File: config.mk
export PLATFORM = sky130hd
export DESIGN_NAME = neighbor_builder
export DESIGN_NICKNAME = d
export VERILOG_FILES = /design/src/rtl/neighbor_builder_pkg.sv /design/src/rtl/nbr_list_insert.sv /design/src/rtl/neighbor_builder.sv
export SDC_FILE = /design/constraint.sdc
export NUM_CORES = 1
export LEC_CHECK = 0
export ABC_CLOCK_PERIOD_IN_PS = 8400
export CAP_MARGIN = 20
export CORE_MARGIN = 4
export CORE_UTILIZATION = 59
export DETAILED_ROUTE_END_ITERATION = 16
export PLACE_DENSITY = 0.91
export RECOVER_POWER = 25
export SYNTH_ARGS = -nofsm -noshare
export SYNTH_HDL_FRONTEND = slang
export SYNTH_HIERARCHICAL = 1
export SYNTH_SLANG_ARGS = --single-unit
File: constraint.sdc
create_clock -name clk -period 8.4 [get_ports clk]
set_clock_uncertainty 0.05 [all_clocks]
set_input_delay 0.84 -clock clk [delete_from_list [all_inputs] [get_ports clk]]
set_output_delay 0.84 -clock clk [all_outputs]
set_load 0.02 [all_outputs]
File: src/rtl/neighbor_builder_pkg.sv
// Shared mesh constants, FSM state encoding and address helpers for the
// neighbor-table builder (and, later, the averager).
package neighbor_builder_pkg;

  localparam int ADDR_WIDTH         = 9;
  localparam int MAX_NEIGHBOR_COUNT = 10;
  localparam int VERTEX_WORDS       = 3;
  localparam int FACE_WORDS         = 3;

  typedef enum logic [2:0] {
    IDLE,
    CLEAR,
    FACE_RD,
    EDGE_CNT,
    EDGE_SCAN,
    EDGE_APPEND,
    EDGE_NEXT
  } nb_state_e;

  typedef struct packed {
    logic        vld;
    logic [31:0] dst;
    logic [31:0] nbr;
  } edge_req_t;

  typedef struct packed {
    logic done;
    logic ovf;
  } edge_rsp_t;

  // First object-RAM word of 1-based vertex idx.
  function automatic logic [31:0] vertex_addr(input logic [31:0] idx);
    return idx * 32'(VERTEX_WORDS) - 32'd2;
  endfunction

  // Count slot of 1-based vertex idx in neighbor RAM.
  function automatic logic [31:0] nbr_base(input logic [31:0] idx, input logic [31:0] stride);
    return (idx - 32'd1) * stride;
  endfunction

endpackage

File: src/rtl/nbr_list_insert.sv
// Inserts one (dst,nbr) pair into dst's neighbor list: read count, scan list
// for a duplicate, then append nbr and bump count. Owns the neighbor RAM port.
module nbr_list_insert #(
  parameter int ADDR_WIDTH         = neighbor_builder_pkg::ADDR_WIDTH,
  parameter int MAX_NEIGHBOR_COUNT = neighbor_builder_pkg::MAX_NEIGHBOR_COUNT
) (
  input  logic                               clk,
  input  logic                               rst,
  input  neighbor_builder_pkg::edge_req_t    req,
  output neighbor_builder_pkg::edge_rsp_t    rsp,
  output logic                               ram_en,
  output logic [ADDR_WIDTH-1:0]              ram_a,
  output logic [3:0]                         ram_we,
  output logic [31:0]                        ram_di,
  input  logic [31:0]                        ram_do
);
  import neighbor_builder_pkg::*;

  localparam logic [31:0] STRIDE = 32'(MAX_NEIGHBOR_COUNT);

  nb_state_e             state, state_nxt;
  logic [ADDR_WIDTH-1:0] base;
  logic [31:0]           nbr_q, count, iss, cur_cnt;
  logic                  have_cnt, pend, ap_ph;
  logic                  hit, full, scan_issue;

  // Count word lands on the first EDGE_SCAN cycle; after that use the copy.
  assign cur_cnt    = have_cnt ? count : ram_do;
  assign hit        = pend && (ram_do == nbr_q);
  assign full       = (count == STRIDE - 32'd1);
  assign scan_issue = (state == EDGE_SCAN) && !hit && (iss != cur_cnt);

  always_ff @(posedge clk) begin
    if (rst) state <= IDLE;
    else     state <= state_nxt;
  end

  always_comb begin
    state_nxt = state;
    rsp       = '0;
    ram_en    = 1'b0;
    ram_a     = '0;
    ram_we    = 4'b0000;
    ram_di    = '0;
    case (state)
      IDLE: if (req.vld) state_nxt = EDGE_CNT;
      EDGE_CNT: begin
        ram_en    = 1'b1;
        ram_a     = base;
        state_nxt = EDGE_SCAN;
      end
      EDGE_SCAN: begin
        if (hit) begin
          rsp.done  = 1'b1;
          state_nxt = IDLE;
        end else if (iss == cur_cnt) begin
          state_nxt = EDGE_APPEND;
        end else begin
          ram_en = 1'b1;
          ram_a  = base + ADDR_WIDTH'(1) + ADDR_WIDTH'(iss);
        end
      end
      EDGE_APPEND: begin
        if (full) begin
          rsp.ovf   = 1'b1;
          rsp.done  = 1'b1;
          state_nxt = IDLE;
        end else if (!ap_ph) begin
          ram_en = 1'b1;
          ram_we = 4'b1111;
          ram_a  = base + ADDR_WIDTH'(1) + ADDR_WIDTH'(count);
          ram_di = nbr_q;
        end else begin
          ram_en    = 1'b1;
          ram_we    = 4'b1111;
          ram_a     = base;
          ram_di    = count + 32'd1;
          rsp.done  = 1'b1;
          state_nxt = IDLE;
        end
      end
      default: state_nxt = IDLE;
    endcase
  end

  always_ff @(posedge clk) begin
    if (rst) begin
      base     <= '0;
      nbr_q    <= '0;
      count    <= '0;
      iss      <= '0;
      have_cnt <= 1'b0;
      pend     <= 1'b0;
      ap_ph    <= 1'b0;
    end else begin
      case (state)
        IDLE: if (req.vld) begin
          base     <= ADDR_WIDTH'(nbr_base(req.dst, STRIDE));
          nbr_q    <= req.nbr;
          iss      <= '0;
          have_cnt <= 1'b0;
          pend     <= 1'b0;
          ap_ph    <= 1'b0;
        end
        EDGE_SCAN: begin
          if (!have_cnt) begin
            count    <= ram_do;
            have_cnt <= 1'b1;
          end
          pend <= scan_issue;
          if (scan_issue) iss <= iss + 32'd1;
        end
        EDGE_APPEND: ap_ph <= 1'b1;
        default: ;
      endcase
    end
  end

endmodule

File: src/rtl/neighbor_builder.sv
// Builds the per-vertex neighbor table from the triangle list: clears counts,
// walks faces, and hands each directed edge to nbr_list_insert.
module neighbor_builder #(
  parameter int MAX_NEIGHBOR_COUNT = neighbor_builder_pkg::MAX_NEIGHBOR_COUNT,
  parameter int ADDR_WIDTH         = neighbor_builder_pkg::ADDR_WIDTH
) (
  input  logic                  clk,
  input  logic                  rst,
  input  logic                  start,
  input  logic [31:0]           vertex_count,
  input  logic [31:0]           face_count,
  input  logic [31:0]           RAM_OBJ_Do,
  input  logic [31:0]           RAM_NBR_Do,
  output logic                  RAM_OBJ_EN,
  output logic                  RAM_NBR_EN,
  output logic [ADDR_WIDTH-1:0] RAM_OBJ_A,
  output logic [ADDR_WIDTH-1:0] RAM_NBR_A,
  output logic [3:0]            RAM_OBJ_WE,
  output logic [3:0]            RAM_NBR_WE,
  output logic [31:0]           RAM_OBJ_Di,
  output logic [31:0]           RAM_NBR_Di,
  output logic                  busy,
  output logic                  overflow,
  output logic                  bad_index
);
  import neighbor_builder_pkg::*;

  localparam logic [31:0] STRIDE = 32'(MAX_NEIGHBOR_COUNT);

  nb_state_e             state, state_nxt;
  logic [31:0]           v_total, f_total, f_idx, v_clr;
  logic [ADDR_WIDTH-1:0] face_addr, idx_a, idx_b, idx_c, edge_dst, edge_nbr;
  logic [2:0]            rd_cnt, edge_idx;
  logic                  clr_active, face_bad, last_face;
  edge_req_t             ins_req;
  edge_rsp_t             ins_rsp;
  logic                  ins_en;
  logic [ADDR_WIDTH-1:0] ins_a;
  logic [3:0]            ins_we;
  logic [31:0]           ins_di;
  logic                  unused_obj_hi;

  assign unused_obj_hi = ^RAM_OBJ_Do[31:ADDR_WIDTH];

  assign clr_active = (v_clr < v_total);
  assign last_face  = (f_idx == f_total - 32'd1);
  assign face_bad   = (idx_a == '0) || (32'(idx_a) > v_total) ||
                      (idx_b == '0) || (32'(idx_b) > v_total) ||
                      (idx_c == '0) || (32'(idx_c) > v_total);

  // Edge order: (a,b) (a,c) (b,a) (b,c) (c,a) (c,b).
  always_comb begin
    edge_dst = idx_a;
    edge_nbr = idx_b;
    case (edge_idx)
      3'd0: begin edge_dst = idx_a; edge_nbr = idx_b; end
      3'd1: begin edge_dst = idx_a; edge_nbr = idx_c; end
      3'd2: begin edge_dst = idx_b; edge_nbr = idx_a; end
      3'd3: begin edge_dst = idx_b; edge_nbr = idx_c; end
      3'd4: begin edge_dst = idx_c; edge_nbr = idx_a; end
      3'd5: begin edge_dst = idx_c; edge_nbr = idx_b; end
      default: ;
    endcase
  end

  always_ff @(posedge clk) begin
    if (rst) state <= IDLE;
    else     state <= state_nxt;
  end

  always_comb begin
    state_nxt   = state;
    ins_req     = '0;
    ins_req.dst = 32'(edge_dst);
    ins_req.nbr = 32'(edge_nbr);
    RAM_OBJ_EN  = 1'b0;
    RAM_OBJ_A   = '0;
    case (state)
      IDLE:  if (start) state_nxt = CLEAR;
      CLEAR: if (!clr_active) state_nxt = (f_total == '0) ? IDLE : FACE_RD;
      FACE_RD: begin
        if (rd_cnt < 3'd3) begin
          RAM_OBJ_EN = 1'b1;
          RAM_OBJ_A  = face_addr + ADDR_WIDTH'(rd_cnt);
        end
        if (rd_cnt == 3'd4) begin
          if (!face_bad)      state_nxt = EDGE_NEXT;
          else if (last_face) state_nxt = IDLE;
        end
      end
      EDGE_NEXT: begin
        if (edge_idx == 3'd6) begin
          state_nxt = last_face ? IDLE : FACE_RD;
        end else if (edge_dst != edge_nbr) begin
          ins_req.vld = 1'b1;
          state_nxt   = EDGE_CNT;
        end
      end
      // Whole insert runs in the sub-module; the top just waits for done.
      EDGE_CNT: if (ins_rsp.done) state_nxt = EDGE_NEXT;
      default:  state_nxt = IDLE;
    endcase
  end

  always_ff @(posedge clk) begin
    if (rst) begin
      v_total   <= '0;
      f_total   <= '0;
      f_idx     <= '0;
      v_clr     <= '0;
      face_addr <= '0;
      idx_a     <= '0;
      idx_b     <= '0;
      idx_c     <= '0;
      rd_cnt    <= '0;
      edge_idx  <= '0;
      overflow  <= 1'b0;
      bad_index <= 1'b0;
    end else begin
      case (state)
        IDLE: if (start) begin
          v_total   <= vertex_count;
          f_total   <= face_count;
          v_clr     <= '0;
          overflow  <= 1'b0;
          bad_index <= 1'b0;
        end
        CLEAR: begin
          if (clr_active) begin
            v_clr <= v_clr + 32'd1;
          end else begin
            f_idx     <= '0;
            face_addr <= ADDR_WIDTH'(vertex_addr(v_total + 32'd1));
            rd_cnt    <= '0;
          end
        end
        FACE_RD: begin
          if (rd_cnt != 3'd4) rd_cnt <= rd_cnt + 3'd1;
          case (rd_cnt)
            3'd1: idx_a <= RAM_OBJ_Do[ADDR_WIDTH-1:0];
            3'd2: idx_b <= RAM_OBJ_Do[ADDR_WIDTH-1:0];
            3'd3: idx_c <= RAM_OBJ_Do[ADDR_WIDTH-1:0];
            default: ;
          endcase
          if (rd_cnt == 3'd4) begin
            edge_idx <= '0;
            if (face_bad) begin
              bad_index <= 1'b1;
              f_idx     <= f_idx + 32'd1;
              face_addr <= face_addr + ADDR_WIDTH'(FACE_WORDS);
              rd_cnt    <= '0;
            end
          end
        end
        EDGE_NEXT: begin
          if (edge_idx == 3'd6) begin
            f_idx     <= f_idx + 32'd1;
            face_addr <= face_addr + ADDR_WIDTH'(FACE_WORDS);
            rd_cnt    <= '0;
          end else if (edge_dst == edge_nbr) begin
            edge_idx <= edge_idx + 3'd1;
          end
        end
        EDGE_CNT: if (ins_rsp.done) begin
          edge_idx <= edge_idx + 3'd1;
          if (ins_rsp.ovf) overflow <= 1'b1;
        end
        default: ;
      endcase
    end
  end

  nbr_list_insert #(
    .ADDR_WIDTH         (ADDR_WIDTH),
    .MAX_NEIGHBOR_COUNT (MAX_NEIGHBOR_COUNT)
  ) u_ins (
    .clk    (clk),
    .rst    (rst),
    .req    (ins_req),
    .rsp    (ins_rsp),
    .ram_en (ins_en),
    .ram_a  (ins_a),
    .ram_we (ins_we),
    .ram_di (ins_di),
    .ram_do (RAM_NBR_Do)
  );

  // CLEAR writes count slots directly; every other NBR access is the insert's.
  always_comb begin
    if (state == CLEAR && clr_active) begin
      RAM_NBR_EN = 1'b1;
      RAM_NBR_WE = 4'b1111;
      RAM_NBR_A  = ADDR_WIDTH'(v_clr * STRIDE);
      RAM_NBR_Di = '0;
    end else begin
      RAM_NBR_EN = ins_en;
      RAM_NBR_WE = ins_we;
      RAM_NBR_A  = ins_a;
      RAM_NBR_Di = ins_di;
    end
  end

  assign RAM_OBJ_WE = 4'b0000;
  assign RAM_OBJ_Di = '0;
  assign busy       = (state != IDLE);

endmodule

==> results of run 1 <==
==> layer usage <==
metal	wire length [um]	part of all wire (%)	up-vias	global-route usage (%)
met5	0	0	-	0
met2	28100	47	1165	52.1
met4	2810	4.7	0	13.0
met1	23500	39	9041	41.9
li1	-	-	9067	-
met3	5530	9.2	233	4.28
==> synthesized netlist by cell type (7+ instances only) <==
cell type	number	share of area, %
nand2_1	408	7.8
a21oi_1	231	5.9
a31oi_1	12	0.38
buf_4	42	1.6
nor2b_1	54	1.7
mux2_2	12	0.69
nand4_1	44	1.4
ha_1	125	7.9
a21o_1	27	1.0
o22ai_1	7	0.22
o2111ai_1	17	0.76
inv_1	98	1.9
nor3_1	52	1.3
xor2_1	80	3.6
nor2_1	200	3.8
buf_1	9	0.17
nand2b_1	10	0.32
or2_2	12	0.38
mux2i_1	47	2.4
and2_1	20	0.63
o31ai_1	9	0.34
and4_1	18	0.80
a311oi_1	10	0.44
o21a_1	7	0.27
nor4b_1	8	0.36
xnor2_1	173	7.7
a211oi_1	40	1.5
o211ai_1	23	0.88
and3_1	29	0.92
or4_1	12	0.46
or3_1	11	0.35
a22oi_1	14	0.53
nor4_1	58	1.8
o21ai_0	61	1.5
nand3_1	82	2.1
dfxtp_1	285	29
clkbuf_1	122	2.3
a221o_1	8	0.41
==> cell usage in the layout (no fill, tap or decap), drive strengths merged, types with 44 or more instances in the layout <==
| master | count |
|---|---|
| a21oi | 231 |
| clkbuf | 47 |
| clkdlybuf4s50 | 163 |
| conb | 59 |
| dfxtp | 285 |
| ha | 125 |
| inv | 101 |
| mux2i | 47 |
| nand2 | 408 |
| nand3 | 82 |
| nand4 | 44 |
| nor2 | 201 |
| nor2b | 54 |
| nor3 | 53 |
| nor4 | 58 |
| o21ai | 64 |
| xnor2 | 173 |
| xor2 | 80 |
==> through the flow <==
step | instances | util [%]
floorplan | 2628 | -
global placement | 3065 | 65.2
detailed placement | 3065 | 65.2
CTS | 3125 | 68.7
global route | 3129 | 68.8
finish | 3129 | 68.8
==> critical path: stages <==
cell and delay, ns:
buf_6 0.55, clkbuf_1 3.22, nor2_1 1.23, nor2_1 0.59
nor3_1 0.10, o2bb2ai_1 0.13
==> registers in the layout, summed over array words and instances, names as in the netlist, 8 cells and up <==
name / count
u_ins/base: 8
u_ins/nbr_q: 32
idx_a: 9
u_ins/iss: 32
f_total: 32
v_total: 32
f_idx: 32
u_ins/count: 32
idx_c: 9
v_clr: 32
idx_b: 9
face_addr: 9
==> cell families after synthesis <==
family / share of synthesized area, %
other cells: 0.0190
fa+ha+maj: 8.55
simple gates: 25.5
mux: 3.07
flops: 29.0
compound gates: 16.2
buf+inv: 6.51
xor+xnor: 11.2
==> final cells by class <==
type,instances,area [um2],area share [%]
multi-input combinational,2058,13000,57.5
sequential,285,5710,25.3
timing repair buffer,186,1830,8.13
clock buffer,44,958,4.25
tap,442,553,2.45
inverter,98,368,1.63
clock inverter,16,170,0.755
==> power by group <==
group | switching (W) | leakage (nW) | internal (W) | total [W]
combinational | 0.000908 | 5.30 | 0.000611 | 0.00152
clock | 0.000621 | 0.546 | 0.000876 | 0.00150
sequential | 0.000127 | 2.31 | 0.00144 | 0.00156
total | 0.00166 | 8.16 | 0.00292 | 0.00458
==> worst max path at each step <==
stage                                startpoint                    endpoint  slack, ns  cells past startpoint
finish                                      rst  u_ins/iss[23]$_SDFFE_PP0P_       1.94                      6
global route                                rst  u_ins/iss[23]$_SDFFE_PP0P_       1.61                      6
CTS                 u_ins/have_cnt$_SDFFE_PP0P_                RAM_NBR_A[3]       2.69                     10
detailed placement                RAM_NBR_Do[4]                RAM_NBR_A[3]       3.01                     11
global placement                  RAM_NBR_Do[3]                RAM_NBR_A[6]       3.08                     12
floorplan               v_total[1]$_SDFFE_PP0P_                RAM_NBR_A[6]       4.66                     11
==> results.py, run 1 <==
metrics = {
    "floorplan": {
        "die_w_um": 191,
        "num_io_pins": 226,
        "num_rows": 66,
        "die_area_um2": 36400,
        "initial_utilization_pct": 60.1,
        "dieHeight_um": 191,
        "core_um2": 32800,
    },
    "detailed_routing": {
        "drt_iter0_drc": 2150,
        "drt_pass1_iterations": 9,
        "drc": 0,
        "dr_total_vias": 19500,
        "wl_per_cell_um": 19.1,
        "ant_nets": 0,
        "wl_mm": 59.9,
        "via_per_inst": 6.23,
    },
    "finish": {
        "nets": 2925,
        "nFillCells": 2532,
        "drive_above_1_share_pct": 4.58,
        "final_area_um2": 22600,
        "area.growth.synth_to_final_pct": 14.4,
        "diodes": 0,
    },
    "run_status": {
        "violations": "max-capacitance violations, max-slew violations",
        "outcome": "complete, but fails checks",
    },
    "synthesis": {
        "ys_seq_area_share_pct": 29.0,
        "synth_cells": 2570,
        "postSynth.asyncResetShare_pct": 0,
        "synth_edf_count": 0,
        "ys_ff_latch": 285,
        "synth_area_um2": 19700,
        "ys_types": 84,
        "ys_dominant_reg_cell": "dfxtp_1",
        "yosys_warnings": 6,
        "syn_avg_cell_area_um2": 7.67,
    },
    "global_routing": {
        "overflow": 0,
        "antenna_found_initial": 0,
        "grt_max_degree": 105,
        "grt_usage_pct": 31.6,
        "grt_pass1_wl_mm": 95.5,
        "grt_pass1_vias": 18400,
    },
    "timing": {
        "rsz0062_at_grt": "false",
        "finalSetupTns_ns": 0,
        "period_minus_slack_ns": 6.46,
        "worst_slack_ns": 1.94,
        "worstMarginPinSlew_ns": 4.56,
        "fmax_ghz": 0.155,
        "slew_viol_final": 166,
        "finalCritPeriodShare_pct": 76.9,
        "hold_viol": 0,
        "setup_viol": 0,
        "max-slew-margin-rel_pct": -204,
        "holdWs_ns": 0.411,
    },
    "cts": {
        "path_clk_slew_ns": 0.06,
        "clk_path_buf_depth": 3,
        "cts_setup_buffers": 0,
        "numCtsBuffers": 34,
        "post_cts_resize_count": 0,
        "insertion_delay_ns": 0.53,
        "numClockSinks": 285,
        "cts_max_level": 2,
        "ctsRootBufferMaster": "clkbuf_16",
        "cts-hold-fix-buffers": 0,
        "tritoncts": "built",
    },
    "hold_path": {
        "hp-class": "register to register",
        "hold_depth": 2,
        "min_to": "v_total[14]$_SDFFE_PP0P_",
        "min_from": "v_total[14]$_SDFFE_PP0P_",
    },
    "place": {
        "pre_cts_ws_ns": 3.01,
        "place_congestion": 0.993,
        "placed_area_um2": 21400,
        "dp_hpwl_mm": 43.6,
        "port_buffers": 166,
    },
    "critical_path": {
        "worstSetupPathType": "primary input to register",
        "r2r-start": "edge_idx[0]$_SDFFE_PP0P_",
        "reg2reg_slack_ns": 3.76,
        "crit_arrival_ns": 6.83,
        "reg2regPathDepth": 14,
        "crit_required_ns": 8.77,
        "crit_path_end_kind": "register",
        "path_max_fanout": 104,
        "worst_setup_path_start_kind": "primary input",
        "reg2reg_to": "u_ins/iss[23]$_SDFFE_PP0P_",
    },
    "job": {
        "drv_cap": 2,
    },
    "power_and_ir_drop": {
        "ir_drop_uv": 148,
        "powerDensity_nw_per_um2": 203,
        "p_leak_nw": 8.16,
        "finalPower_w": 0.00458,
    },
}
(Power assumes the default switching activity.)
==> inputs of run 2 (changes only) <==
--- a/config.mk
+++ b/config.mk
@@ -5,12 +5,12 @@
 export SDC_FILE = /design/constraint.sdc
 export NUM_CORES = 1
 export LEC_CHECK = 0
-export ABC_CLOCK_PERIOD_IN_PS = 8400
+export ABC_CLOCK_PERIOD_IN_PS = 5360
 export CAP_MARGIN = 20
 export CORE_MARGIN = 4
-export CORE_UTILIZATION = 59
+export CORE_UTILIZATION = 52
 export DETAILED_ROUTE_END_ITERATION = 16
-export PLACE_DENSITY = 0.91
+export PLACE_DENSITY = 0.86
 export RECOVER_POWER = 25
 export SYNTH_ARGS = -nofsm -noshare
 export SYNTH_HDL_FRONTEND = slang
==> constraint.sdc (replaced) <==
create_clock -name clk -period 5.36 [get_ports clk]
set_clock_uncertainty 0.05 [all_clocks]
set_input_delay 0.536 -clock clk [delete_from_list [all_inputs] [get_ports clk]]
set_output_delay 0.536 -clock clk [all_outputs]
set_load 0.02 [all_outputs]
==> run 2 against run 1 <==
Compared with the run above: the flow still finishes with violations (max-capacitance violations, max-slew violations); global-route usage fell by 4.2 points; clock power rose by 61%; critical path depth increased by 5; total power increased by 57%; cell area is 0.60% higher; final cell count grew 2.4%; register-to-register slack got worse by 3.0 ns; via count down 1.2%; combinational power grew 55%; routed wire length fell by 0.52%; sequential share of layout area down 0.15 points; critical endpoint is now RAM_NBR_A[3]; highest routed layer unchanged.
==> results.py, run 2 (synthesized netlist as in run 1, its figures left out) <==
metrics = {
    "finish": {
        "diodes": 0,
        "drive_above_1_share_pct": 4.68,
        "area.growth.synth_to_final_pct": 15.1,
        "final_cell_mix": "nand2_1, dfxtp_1, a21oi_1, nor2_1, xnor2_1",
        "nFillCells": 3224,
        "final_common_cell": "nand2_1",
        "nets": 2931,
    },
    "critical_path": {
        "worst_setup_path_start_kind": "register",
        "path_max_fanout": 19,
        "crit_arrival_ns": 4.41,
        "path_buf_inv": 3,
        "crit_path_end_kind": "primary output",
        "worstSetupPathType": "register to primary output",
        "cpPeakStageDelay_ns": 0.67,
        "crit_required_ns": 4.77,
        "crit_chain": "buf_4 > mux2i_1 > xnor2_1 > nor4_1 > nand4_1 > o21ai_1 > nor2_1 > a222oi_1 > inv_1 > mux2_2 > clkdlybuf4s50_1",
        "cp_top_family": "buffers and inverters",
        "cp_slowest_cell": "dfxtp_2",
    },
    "power_and_ir_drop": {
        "ir_drop_uv": 230,
        "finalPower_w": 0.00721,
        "powerDensity_nw_per_um2": 318,
        "p_leak_nw": 8.20,
    },
    "run_status": {
        "outcome": "complete, but fails checks",
        "violations": "max-capacitance violations, max-slew violations",
    },
    "global_routing": {
        "grt_max_degree": 136,
        "antenna_found_initial": 0,
        "overflow": 0,
        "grt_pass1_vias": 18400,
        "grt_usage_pct": 27.5,
        "grt_pass1_wl_mm": 94.2,
    },
    "detailed_routing": {
        "ant_nets": 0,
        "drt_pass1_iterations": 6,
        "drt_iter0_drc": 2054,
        "dr_total_vias": 19300,
        "drc": 0,
        "wl_per_cell_um": 18.6,
        "wl_mm": 59.6,
        "via_per_inst": 6.02,
    },
    "floorplan": {
        "num_rows": 71,
        "die_w_um": 203,
        "dieHeight_um": 203,
        "initial_utilization_pct": 52.6,
        "core_um2": 37500,
        "die_area_um2": 41100,
        "num_io_pins": 226,
    },
    "cts": {
        "cts-hold-fix-buffers": 0,
        "numClockSinks": 285,
        "clk_path_buf_depth": 3,
        "numCtsBuffers": 34,
        "cts_setup_buffers": 0,
        "post_cts_resize_count": 0,
        "ctsRootBufferMaster": "clkbuf_16",
        "cts_max_level": 2,
        "tritoncts": "built",
        "path_clk_slew_ns": 0.05,
        "insertion_delay_ns": 0.53,
    },
    "timing": {
        "worstMarginPinSlew_ns": 2.59,
        "fmax_ghz": 0.200,
        "period_minus_slack_ns": 5.00,
        "rsz0062_at_grt": "false",
        "setup_viol": 0,
        "max-slew-margin-rel_pct": -73.3,
        "hold_viol": 0,
        "finalSetupTns_ns": 0,
        "finalCritPeriodShare_pct": 93.3,
        "slew_viol_final": 73,
    },
    "job": {
        "drv_cap": 2,
    },
    "place": {
        "place_congestion": 0.959,
        "dp_hpwl_mm": 44.3,
        "port_buffers": 166,
    },
    "hold_path": {
        "hp-class": "register to register",
    },
}
[run 2: changes by cell type in the layout (fill, tap and decap cells not counted), sizes merged]
cell	before	now
clkbuf	47	46
clkinvlp	4	3
buf	18	24
bufinv	2	4
clkdlybuf4s50	163	162
inv	101	100
dlygate4sd3	2	3
[run 2: final timing paths]
check / start / to / slack (ns) / cells after the start
max reg2reg: state[2]$_SDFFE_PP0P_ / f_total[8]$_SDFFE_PP0P_ / 0.74 / 7
min: v_total[14]$_SDFFE_PP0P_ / v_total[14]$_SDFFE_PP0P_ / 0.41 / 2
min reg2reg: v_total[14]$_SDFFE_PP0P_ / v_total[14]$_SDFFE_PP0P_ / 0.41 / 2
max: u_ins/have_cnt$_SDFFE_PP0P_ / RAM_NBR_A[3] / 0.36 / 11
[run 2: metal layers]
metal | global-route usage [%] | up-vias | share of wire [%]
met2 | 46.2 | 882 | 47
li1 | - | 9097 | -
met5 | 0 | - | 0
met1 | 35.2 | 9107 | 41
met4 | 12.0 | 0 | 4.3
met3 | 3.96 | 185 | 7.8
[run 2: worst reg2reg max path, cell delays in order, from the launching register on]
cell and delay, ns:
dfxtp_1 0.47, nor2_1 0.46, nand2_1 0.21, nor2_1 1.93
clkbuf_1 0.67, buf_4 0.46, nand2_1 0.13, a21oi_1 0.15
[run 2: power breakdown]
group / switching (W) / leakage (nW) / internal (W)
clock: 0.000935 / 0.569 / 0.00148
combinational: 0.00141 / 5.32 / 0.000940
sequential: 0.000197 / 2.31 / 0.00225
total: 0.00254 / 8.20 / 0.00467
[run 2: final cells by class]
| cell class | count | area [um2] | share of cell area (%) |
|---|---|---|---|
| inverters | 98 | 368 | 1.62 |
| flip-flops and latches | 285 | 5710 | 25.2 |
| clock inverters | 16 | 199 | 0.877 |
| repair buffers | 192 | 1850 | 8.14 |
| well taps | 511 | 639 | 2.82 |
| multi-input cells | 2058 | 13000 | 57.1 |
| clock buffers | 43 | 968 | 4.27 |
[run 2: metrics by stage]
step           setup WS, ns  util (%)  instances  hold slack [ns]  instance area [um2]
2_1_floorplan          1.78         -       2628            0.386                19900
4_1_cts               0.429      60.6       3203            0.405                22700
6_report              0.359      60.5       3203            0.405                22700
5_1_grt               0.143      60.5       3203            0.426                22700
3_3_place_gp          0.991      57.5       3144            0.398                21500
3_5_place_dp          0.958      57.5       3144            0.398                21500
